--- config.mk ---
export PLATFORM = sky130hd
export DESIGN_NAME = crop_filter_flat
export DESIGN_NICKNAME = d
export VERILOG_FILES = /design/src/rtl/crop_filter_pkg.sv /design/src/rtl/crop_filter_if.sv /design/src/rtl/crop_filter_axis_out_reg.sv /design/src/rtl/crop_filter.sv /design/src/flat_wrapper.sv
export SDC_FILE = /design/constraint.sdc
export NUM_CORES = 1
export LEC_CHECK = 0
export BUFFER_PORTS_ARGS = -buffer_cell sky130_fd_sc_hd__buf_2
export CORE_MARGIN = 2
export CORE_UTILIZATION = 35
export DETAILED_ROUTE_END_ITERATION = 10
export GPL_TIMING_DRIVEN = 0
export SLEW_MARGIN = 20
export SYNTH_ARGS = -nofsm -noshare
export SYNTH_HDL_FRONTEND = slang
export SYNTH_HIERARCHICAL = 1
export SYNTH_SLANG_ARGS = --single-unit
--- constraint.sdc ---
create_clock -name clk -period 3.1 [get_ports clk]
set_clock_uncertainty 0.05 [all_clocks]
set_input_delay 0.62 -clock clk [delete_from_list [all_inputs] [get_ports clk]]
set_output_delay 0.62 -clock clk [all_outputs]
set_load 0.01 [all_outputs]
--- src/rtl/crop_filter_pkg.sv ---
// Shared types and default frame/window sizes for the crop stage and the
// downstream normalizer.
package crop_pkg;

  typedef enum logic [2:0] {
    IDLE,
    SYNC,
    RUN,
    DRAIN,
    DONE
  } state_t;

  localparam int unsigned PIXEL_BIT_WIDTH = 10;
  localparam int unsigned IN_ROWS         = 64;
  localparam int unsigned IN_COLS         = 64;
  localparam int unsigned OUT_ROWS        = 10;
  localparam int unsigned OUT_COLS        = 10;

endpackage

--- src/rtl/crop_filter_if.sv ---
// Pixel stream bundle: upstream input stream plus cropped output stream.
// The slave modport is the filter side, the master modport the environment side.
interface crop_filter_if #(
  parameter int unsigned PIXEL_BIT_WIDTH = 10
);

  logic                       s_axis_tvalid;
  logic                       s_axis_tready;
  logic [PIXEL_BIT_WIDTH-1:0] s_axis_tdata;
  logic                       s_axis_tuser;
  logic                       m_axis_tvalid;
  logic                       m_axis_tready;
  logic [PIXEL_BIT_WIDTH-1:0] m_axis_tdata;
  logic                       m_axis_tlast;

  modport slave (
    input  s_axis_tvalid, s_axis_tdata, s_axis_tuser, m_axis_tready,
    output s_axis_tready, m_axis_tvalid, m_axis_tdata, m_axis_tlast
  );

  modport master (
    output s_axis_tvalid, s_axis_tdata, s_axis_tuser, m_axis_tready,
    input  s_axis_tready, m_axis_tvalid, m_axis_tdata, m_axis_tlast
  );

endinterface

--- src/rtl/crop_filter_axis_out_reg.sv ---
// Single-entry output register (data + last) with valid/ready; accepts a new
// beat in the same cycle the held one is taken.
module axis_out_reg #(
  parameter int unsigned W = 10
) (
  input  logic         clk,
  input  logic         reset,
  input  logic         in_valid,
  output logic         in_ready_c,
  input  logic [W-1:0] in_data,
  input  logic         in_last,
  output logic         out_valid,
  input  logic         out_ready,
  output logic [W-1:0] out_data,
  output logic         out_last
);

  assign in_ready_c = !out_valid || out_ready;

  always_ff @(posedge clk) begin
    if (reset) begin
      out_valid <= 1'b0;
      out_data  <= '0;
      out_last  <= 1'b0;
    end else if (in_valid && in_ready_c) begin
      out_valid <= 1'b1;
      out_data  <= in_data;
      out_last  <= in_last;
    end else if (out_ready) begin
      out_valid <= 1'b0;
    end
  end

endmodule

--- src/rtl/crop_filter.sv ---
// Frame-window cropper: forwards the OUT_ROWS x OUT_COLS window at a clamped
// offset of an IN_ROWS x IN_COLS raster stream and tracks the window maximum.
module crop_filter #(
  parameter int unsigned PIXEL_BIT_WIDTH = crop_pkg::PIXEL_BIT_WIDTH,
  parameter int unsigned IN_ROWS         = crop_pkg::IN_ROWS,
  parameter int unsigned IN_COLS         = crop_pkg::IN_COLS,
  parameter int unsigned OUT_ROWS        = crop_pkg::OUT_ROWS,
  parameter int unsigned OUT_COLS        = crop_pkg::OUT_COLS
) (
  input  logic                         clk,
  input  logic                         reset,
  input  logic                         ap_start,
  output logic                         ap_done,
  output logic                         ap_ready,
  output logic                         ap_idle,
  input  logic [$clog2(IN_ROWS)-1:0]   row_offset,
  input  logic [$clog2(IN_COLS)-1:0]   col_offset,
  output logic [PIXEL_BIT_WIDTH-1:0]   max_pixel,
  output logic                         frame_err,
  crop_filter_if.slave                 io
);

  import crop_pkg::*;

  localparam int unsigned RW      = $clog2(IN_ROWS);
  localparam int unsigned CW      = $clog2(IN_COLS);
  localparam int unsigned RW1     = RW + 1;
  localparam int unsigned CW1     = CW + 1;
  localparam int unsigned ROW_MAX = IN_ROWS - OUT_ROWS;
  localparam int unsigned COL_MAX = IN_COLS - OUT_COLS;

  state_t                     state;
  logic [RW-1:0]              row_lat, in_row, eff_row;
  logic [CW-1:0]              col_lat, in_col, eff_col;
  logic                       active_c, take_c, restart_c, in_win_c, win_last_c, at_end_c;
  logic                       or_ready_c, or_valid;
  logic [PIXEL_BIT_WIDTH-1:0] or_data;
  logic                       or_last;

  assign ap_ready = (state == IDLE);
  assign ap_idle  = (state == IDLE);

  // A SOF beat is always pixel (0,0), whether it opens the frame or resyncs it.
  always_comb begin
    io.s_axis_tready = 1'b0;
    case (state)
      SYNC:    io.s_axis_tready = 1'b1;
      RUN:     io.s_axis_tready = or_ready_c;
      default: io.s_axis_tready = 1'b0;
    endcase
    eff_row    = io.s_axis_tuser ? '0 : in_row;
    eff_col    = io.s_axis_tuser ? '0 : in_col;
    take_c     = io.s_axis_tvalid && io.s_axis_tready;
    active_c   = (state == RUN) || ((state == SYNC) && io.s_axis_tuser);
    restart_c  = (state == RUN) && io.s_axis_tuser && ((in_row != '0) || (in_col != '0));
    in_win_c   = (eff_row >= row_lat) && (RW1'(eff_row) < RW1'(row_lat) + RW1'(OUT_ROWS)) &&
                 (eff_col >= col_lat) && (CW1'(eff_col) < CW1'(col_lat) + CW1'(OUT_COLS));
    win_last_c = (eff_row == row_lat + RW'(OUT_ROWS - 1)) &&
                 (eff_col == col_lat + CW'(OUT_COLS - 1));
    at_end_c   = (eff_row == RW'(IN_ROWS - 1)) && (eff_col == CW'(IN_COLS - 1));
  end

  axis_out_reg #(.W(PIXEL_BIT_WIDTH)) u_out_reg (
    .clk       (clk),
    .reset     (reset),
    .in_valid  (take_c && active_c && in_win_c),
    .in_ready_c(or_ready_c),
    .in_data   (io.s_axis_tdata),
    .in_last   (win_last_c),
    .out_valid (or_valid),
    .out_ready (io.m_axis_tready),
    .out_data  (or_data),
    .out_last  (or_last)
  );

  assign io.m_axis_tvalid = or_valid;
  assign io.m_axis_tdata  = or_data;
  assign io.m_axis_tlast  = or_last;

  // Control FSM with frame counters, window maximum and error flag.
  always_ff @(posedge clk) begin
    if (reset) begin
      state     <= IDLE;
      ap_done   <= 1'b0;
      max_pixel <= '0;
      frame_err <= 1'b0;
      row_lat   <= '0;
      col_lat   <= '0;
      in_row    <= '0;
      in_col    <= '0;
    end else begin
      ap_done <= 1'b0;
      case (state)
        IDLE: begin
          if (ap_start) begin
            state     <= SYNC;
            row_lat   <= (row_offset > RW'(ROW_MAX)) ? RW'(ROW_MAX) : row_offset;
            col_lat   <= (col_offset > CW'(COL_MAX)) ? CW'(COL_MAX) : col_offset;
            max_pixel <= '0;
            frame_err <= 1'b0;
            in_row    <= '0;
            in_col    <= '0;
          end
        end
        SYNC, RUN: begin
          if (take_c && active_c) begin
            state <= at_end_c ? DRAIN : RUN;
            if (eff_col == CW'(IN_COLS - 1)) begin
              in_col <= '0;
              in_row <= eff_row + RW'(1);
            end else begin
              in_col <= eff_col + CW'(1);
              in_row <= eff_row;
            end
            if (restart_c) begin
              frame_err <= 1'b1;
              max_pixel <= in_win_c ? io.s_axis_tdata : '0;
            end else if (in_win_c && (io.s_axis_tdata > max_pixel)) begin
              max_pixel <= io.s_axis_tdata;
            end
          end
        end
        DRAIN: begin
          if (!or_valid) begin
            state   <= DONE;
            ap_done <= 1'b1;
          end
        end
        DONE:    state <= IDLE;
        default: state <= IDLE;
      endcase
    end
  end

endmodule

--- src/flat_wrapper.sv ---
// flat-port wrapper written by rule: the top's interface ports become plain ports
module crop_filter_flat import crop_pkg::*;
#(
  parameter int unsigned PIXEL_BIT_WIDTH = crop_pkg::PIXEL_BIT_WIDTH,
  parameter int unsigned IN_ROWS         = crop_pkg::IN_ROWS,
  parameter int unsigned IN_COLS         = crop_pkg::IN_COLS,
  parameter int unsigned OUT_ROWS        = crop_pkg::OUT_ROWS,
  parameter int unsigned OUT_COLS        = crop_pkg::OUT_COLS
)
  (clk, reset, ap_start, ap_done, ap_ready, ap_idle, row_offset, col_offset, max_pixel, frame_err, io_s_axis_tvalid, io_s_axis_tdata, io_s_axis_tuser, io_m_axis_tready, io_s_axis_tready, io_m_axis_tvalid, io_m_axis_tdata, io_m_axis_tlast);
  crop_filter_if #(.PIXEL_BIT_WIDTH(PIXEL_BIT_WIDTH)) io_i ();
  input  logic clk;
  input  logic reset;
  input  logic ap_start;
  output logic ap_done;
  output logic ap_ready;
  output logic ap_idle;
  input  logic [$clog2(IN_ROWS)-1:0] row_offset;
  input  logic [$clog2(IN_COLS)-1:0] col_offset;
  output logic [PIXEL_BIT_WIDTH-1:0] max_pixel;
  output logic frame_err;
  input wire logic [$bits(io_i.s_axis_tvalid)-1:0] io_s_axis_tvalid;
  input wire logic [$bits(io_i.s_axis_tdata)-1:0] io_s_axis_tdata;
  input wire logic [$bits(io_i.s_axis_tuser)-1:0] io_s_axis_tuser;
  input wire logic [$bits(io_i.m_axis_tready)-1:0] io_m_axis_tready;
  output wire logic [$bits(io_i.s_axis_tready)-1:0] io_s_axis_tready;
  output wire logic [$bits(io_i.m_axis_tvalid)-1:0] io_m_axis_tvalid;
  output wire logic [$bits(io_i.m_axis_tdata)-1:0] io_m_axis_tdata;
  output wire logic [$bits(io_i.m_axis_tlast)-1:0] io_m_axis_tlast;
  assign io_i.s_axis_tvalid = io_s_axis_tvalid;
  assign io_i.s_axis_tdata = io_s_axis_tdata;
  assign io_i.s_axis_tuser = io_s_axis_tuser;
  assign io_i.m_axis_tready = io_m_axis_tready;
  assign io_s_axis_tready = io_i.s_axis_tready;
  assign io_m_axis_tvalid = io_i.m_axis_tvalid;
  assign io_m_axis_tdata = io_i.m_axis_tdata;
  assign io_m_axis_tlast = io_i.m_axis_tlast;
  crop_filter #(.PIXEL_BIT_WIDTH(PIXEL_BIT_WIDTH), .IN_ROWS(IN_ROWS), .IN_COLS(IN_COLS), .OUT_ROWS(OUT_ROWS), .OUT_COLS(OUT_COLS)) u_core (.clk(clk), .reset(reset), .ap_start(ap_start), .ap_done(ap_done), .ap_ready(ap_ready), .ap_idle(ap_idle), .row_offset(row_offset), .col_offset(col_offset), .max_pixel(max_pixel), .frame_err(frame_err), .io(io_i));
endmodule
# --- Yosys cells after proc, flatten, opt, wreduce, memory -nomap -nowiden ---
# Cells that the tools add are included.
classes:
  add_sub_neg: 6
  muxes: 30
  n_eq_ne: 12
  n_reduce_logical: 29
  n_lt_le_gt_ge: 7
  n_bitwise: 1
ops:
  columns: ["op", "n"]
  rows:
  - ["$mux W6", 9]
  - ["$mux W10", 5]
  - ["$pmux W6 S2", 2]
  - ["$pmux W10 S2", 1]
  - ["$add A6 B4 Y7 const B", 2]
  - ["$lt A6 B7 Y1", 2]
  - ["$logic_and A1 B1 Y1", 13]
  - ["$add A6 B1 Y6 const B", 2]
  - ["$add A6 B4 Y6 const B", 2]
  - ["$eq A6 B6 Y1", 2]
  - ["$eq A6 B6 Y1 const B", 2]
  - ["$ge A6 B6 Y1", 2]
  - ["$gt A6 B6 Y1 const B", 2]
  - ["$reduce_bool A6 Y1", 2]
  - ["$gt A10 B10 Y1", 1]
  - ["$mux W3", 3]
  - ["$pmux W3 S3", 1]
  - ["$reduce_and A4 Y1", 2]
  - ["$mux W1", 7]
  - ["$eq A3 B2 Y1 const B", 2]
  - ["$reduce_and A3 Y1", 2]
  - ["$ne A2 B1 Y1 const B", 2]
  - ["$ne A2 B2 Y1 const B", 2]
  - ["$pmux W1 S2", 2]
  - ["other kinds (9)", 13]
totals:
  out_inout_bits: 27
  input_bits: 28
  reg_bits: 51

# --- Logic depth before layout (Yosys ltp) ---
logic_depth:
  word_depth: 10
  mapped_depth: 12

# --- Modules after synthesis ---
# The synthesis kept the hierarchy.
by_module_without_submodules:
  columns: ["module", "area_per_inst_um2", "n_inst", "cells_each"]
  rows:
  - ["crop_filter", 3116.7, 1, 393]
  - ["axis_out_reg", 550.5, 1, 54]

# --- Worst setup path after synthesis ---
# No wires, ideal clock.
synth_timing:
  path_kind: "input-to-reg"
  start: "input io_s_axis_tuser"
  end: "register u_core.u_out_reg.out_last"
  path_slack_ns: -0.143
  arrival_ns: 3.051
  path_stages: 12
  cell_sequence: "clkbuf_1 clkbuf_1 nor2b_1 ha_1 o21a_1 o32ai_1 a21oi_1 or4_1 nor2_1 buf_2 a21bo_2 a21oi_1"
synth_via:
  elab_chain_len: 7
  elab_cells_between_ends: 17
  cone_classes: "4 x order compare; 2 x eq/ne; 2 x mux; 9 x reduce/logical"
synth_rtl:
  columns: ["item", "line", "source"]
  rows:
  - ["start, declared", "flat_wrapper.sv:24", "input wire logic [$bits(io_i.s_axis_tuser)-1:0] io_s_axis_tuser;"]
  - ["$mux W6", "crop_filter.sv:51", "eff_row = io.s_axis_tuser ? '0 : in_row;"]
  - ["$lt A6 B7 Y1 / $ge A6 B6 Y1 (equally long branches)", "crop_filter.sv:56", "in_win_c = (eff_row >= row_lat) && (RW1'(eff_row) < RW1'(row_lat) + RW1'(OUT_ROWS)) &&"]
  - ["$logic_and A1 B1 Y1 (2 in a row)", "crop_filter.sv:56", null]
  - ["$logic_and A1 B1 Y1", "crop_filter.sv:57", "(eff_col >= col_lat) && (CW1'(eff_col) < CW1'(col_lat) + CW1'(OUT_COLS));"]
  - ["$logic_and A1 B1 Y1", "crop_filter.sv:66", ".in_valid (take_c && active_c && in_win_c),"]
  - ["$logic_and A1 B1 Y1", "crop_filter_axis_out_reg.sv:25", "end else if (in_valid && in_ready_c) begin"]
  - ["end signal, assigned", "crop_filter_axis_out_reg.sv:28", "out_last <= in_last;"]
  - ["end, declared", "crop_filter_axis_out_reg.sv:15", "output logic out_last"]
# Parallel ways exist; a longest one is shown, timed or not.
# A chain may end at the register's enable or synchronous reset.

# --- Final worst setup path ---
layout_timing:
  start: "input io_s_axis_tuser"
  end: "register u_core.max_pixel[1]"
layout_via:
  elab_chain_len: 9
  elab_cells_between_ends: 22
  cone_classes: "4 x order compare; 2 x eq/ne; 6 x mux; 10 x reduce/logical"
layout_rtl:
  columns: ["item", "line", "source"]
  rows:
  - ["$mux W6", "crop_filter.sv:51", null]
  - ["$lt A6 B7 Y1 / $ge A6 B6 Y1 (equally long branches)", "crop_filter.sv:56", null]
  - ["$logic_and A1 B1 Y1 (2 in a row)", "crop_filter.sv:56", null]
  - ["$logic_and A1 B1 Y1", "crop_filter.sv:57", null]
  - ["$mux W10", "crop_filter.sv:117", "max_pixel <= in_win_c ? io.s_axis_tdata : '0;"]
  - ["$mux W10", "crop_filter.sv:115", "if (restart_c) begin"]
  - ["$mux W10", "crop_filter.sv:106", "if (take_c && active_c) begin"]
  - ["$pmux W10 S2", "crop_filter.sv:93", "case (state)"]
  - ["end signal, assigned", "crop_filter.sv:117", null]
  - ["end signal, assigned", "crop_filter.sv:119", "max_pixel <= io.s_axis_tdata;"]
  - ["end, declared", "crop_filter.sv:18", "output logic [PIXEL_BIT_WIDTH-1:0] max_pixel,"]
# Parallel ways exist; a longest one is shown, timed or not. The select of a mux whose other input is x is not followed.

==> results.sh <==
export IMPL_status="complete, no violations"
export IMPL_ys_seq_elements=51
export IMPL_area_growth_syn_to_layout_pct=16.1
export IMPL_drc_errors=0
export IMPL_cp_slowest_stage_delay_ns=0.56
export IMPL_grt_ovfl_total=0
export IMPL_power_total_w=0.00169
export IMPL_syn_nets=513
export IMPL_path_max_fanout=12
export IMPL_wl_per_cell_um=15.0
export IMPL_final_hold_viol_count=0
export IMPL_relSlewSlack_pct=57.4
export IMPL_worst_pin_slew_ns=0.639
export IMPL_cts_tree="built"
export IMPL_grt_util_all_layers_pct=17.1
export IMPL_grt_pass1_wl_um=15600
export IMPL_dp_hpwl_um=7320
export IMPL_cp_cell_sequence="buf_4, buf_8, nand2b_1, ha_1, nand2b_1, a2111oi_0, o31a_1, or4_4, and2_1, buf_4, a221o_1"
export IMPL_fmax_ghz=0.329
export IMPL_crit_type="in2reg"
export IMPL_grt_max_degree=18
export IMPL_p_leak_nw=1.71
export IMPL_syn_area_um2=3670
export IMPL_clockRootBuffer="clkbuf_8"
export IMPL_ys_warn_count=6
export IMPL_via_per_inst=5.39
export IMPL_drtAntennaViolNets=0
export IMPL_place_congestion=0.855
export IMPL_portBuffers=54
export IMPL_wirelength_um=9690
export IMPL_cp_data_arrival_time_ns=3.20
export IMPL_clkTransAtPathRegs_ns=0.10
export IMPL_clk_latency_ns=0.32
export IMPL_synthCells=447
export IMPL_io_pins=55
export IMPL_finalNonFillerCells=645
export IMPL_fin_nets=574
export IMPL_powerDensity_nw_per_um2=398
export IMPL_dp_cells=637
export IMPL_htreeDepth=2
export IMPL_drv_slew=0
export IMPL_antenna_found_initial=0
export IMPL_cts_buffers=5
export IMPL_grt_pass1_vias=3222
export IMPL_drive_gt1_share_pct=19.3
export IMPL_rsz0062_at_grt="yes"
export IMPL_die_area_um2=11300
export IMPL_num_antenna_cells=0
export IMPL_ctsHoldBuffers=0
export IMPL_cp_slowest_cell="or4_4"
export IMPL_cp_end_kind="register"
export IMPL_cap_violations=0
export IMPL_worstPathRequired_ns=3.26
export IMPL_vias=3479
export IMPL_synth_edff_count=0
export IMPL_synthDistinctLibCells=52
export IMPL_floorplan_rows=37
export IMPL_numClockSinks=51
export IMPL_syn_avg_cell_area_um2=8.20
export IMPL_die_h_um=106
export IMPL_synthArstFlopShare_pct=0
export IMPL_fin_crit_ns=3.04
export IMPL_drt_initial_drc_count=158
export IMPL_setup_violations=0
export IMPL_die_width_um=106
export IMPL_coreArea_um2=10200
export IMPL_dr_pass1_iters=4
export IMPL_ys_seq_area_share_pct=27.8
export IMPL_min_path_type="reg2reg"
export IMPL_cts_max_path_buffers=2
export IMPL_period_share_pct=98.1
export IMPL_max_vdd_ir_drop_mv=0.227
export IMPL_initial_core_util_pct=35.8
export IMPL_cp_start_kind="input pin"
export IMPL_synth_flop_cell="dfxtp_1"
export IMPL_nFillCells=1066
[synthesized netlist by cell type (9+ instances only)]
cell type	instances	share of area, %
a21oi_1	42	5.7
o32ai_1	11	2.6
nand2b_1	9	1.5
nor2_1	16	1.6
nor3_1	9	1.2
xnor2_1	18	4.3
nor2b_1	10	1.7
a221o_1	10	2.7
clkbuf_1	16	1.6
ha_1	38	13
dfxtp_1	51	28
nand3_1	27	3.7
o21ai_0	21	2.9
inv_1	30	3.1
nand2_1	40	4.1
[sequential cells by signal, indices dropped and copies added (netlist names)]
signal and flops:
u_core/row_lat 6, u_core/ap_done 1, u_core/in_col 6, u_core/u_out_reg/out_data 10, u_core/state 3, u_core/col_lat 6
u_core/max_pixel 10, u_core/in_row 6, u_core/u_out_reg/out_last 1, u_core/u_out_reg/out_valid 1, u_core/frame_err 1
[area by class of cell]
cell class	instances	area [µm²]	share of cell area [%]
flip-flops and latches	51	1020	24.0
clock buffers	5	68.8	1.62
plain buffers	25	146	3.44
well taps	136	170	4.00
clock inverters	3	46.3	1.09
multi-input cells	340	2410	56.6
inverters	30	113	2.64
repair buffers	55	280	6.58
[worst max-delay path, delay by kind of cell]
kind            cells  cell delay, ns
simple gates        4            1.01
compound gates      3            0.76
buf+inv             3            0.50
fa+ha+maj           1            0.31
[placed cells by master, fill, tap and decap left out, drive strengths merged, types with 9 or more instances in the layout]
cell and n:
a21oi 49, nor2 16, nand2 40, dfxtp 51, o21ai 21, clkbuf 19, inv 31, o32ai 11
nor3 9, buf 66, ha 38, a21bo 11, nor2b 10, a221o 10, nand2b 11, xnor2 18
nand3 27
[layer usage]
metal / track usage [%] / share of wire (%)
met1: 21.8 / 47
met2: 29.1 / 48
met3: 2.15 / 3.4
met4: 6.48 / 2.1
met5: 0 / 0
[what timing repair did]
action | CTS | global route
setup endpoints to repair | 22 | 22
buffers inserted | 0 | 1
gates resized for setup | 3 | 6
pin swaps | 1 | 2
hold endpoints to repair | 0 | 0
[kinds of logic after synthesis]
group,count (synthesis),share of synthesized area [%]
DFF,51,27.8
AOI/OAI and AO/OA,138,26.7
buffers and inverters,56,6.72
and+or+nand+nor,140,20.0
adders and majority gates,38,13.0
xor gates and xnor gates,23,5.49
muxes,1,0.307
[report_power, final]
group          switching (W)  internal [W]
registers          0.0000358      0.000686
clock network       0.000254      0.000244
logic               0.000285      0.000190
[final timing paths]
| path | slack, ns | startpoint | depth (start not counted) | endpoint |
|---|---|---|---|---|
| min | 0.42 | u_core/col_lat[5] | 2 | u_core/col_lat[5] |
| max | 0.06 | io_s_axis_tuser | 11 | u_core/max_pixel[1] |
| min reg2reg | 0.42 | u_core/col_lat[5] | 2 | u_core/col_lat[5] |
| max reg2reg | 0.16 | u_core/row_lat[2] | 9 | u_core/max_pixel[1] |
[stage by stage]
stage / cell area, µm² / util, % / hold WS, ns / TNS, ns / setup WS (ns)
after floorplan: 3680 / - / 0.386 / 0 / 0.00207
after global placement: 4130 / 40.3 / 0.402 / -10.95 / -0.552
after detailed placement: 4130 / 40.3 / 0.406 / -11.31 / -0.562
after CTS: 4240 / 41.5 / 0.421 / 0 / 0.0526
after global routing: 4260 / 41.6 / 0.431 / -0.00424 / -0.00424
final: 4260 / 41.6 / 0.416 / 0 / 0.0604
Note: power is estimated with default switching activity, not from simulation.
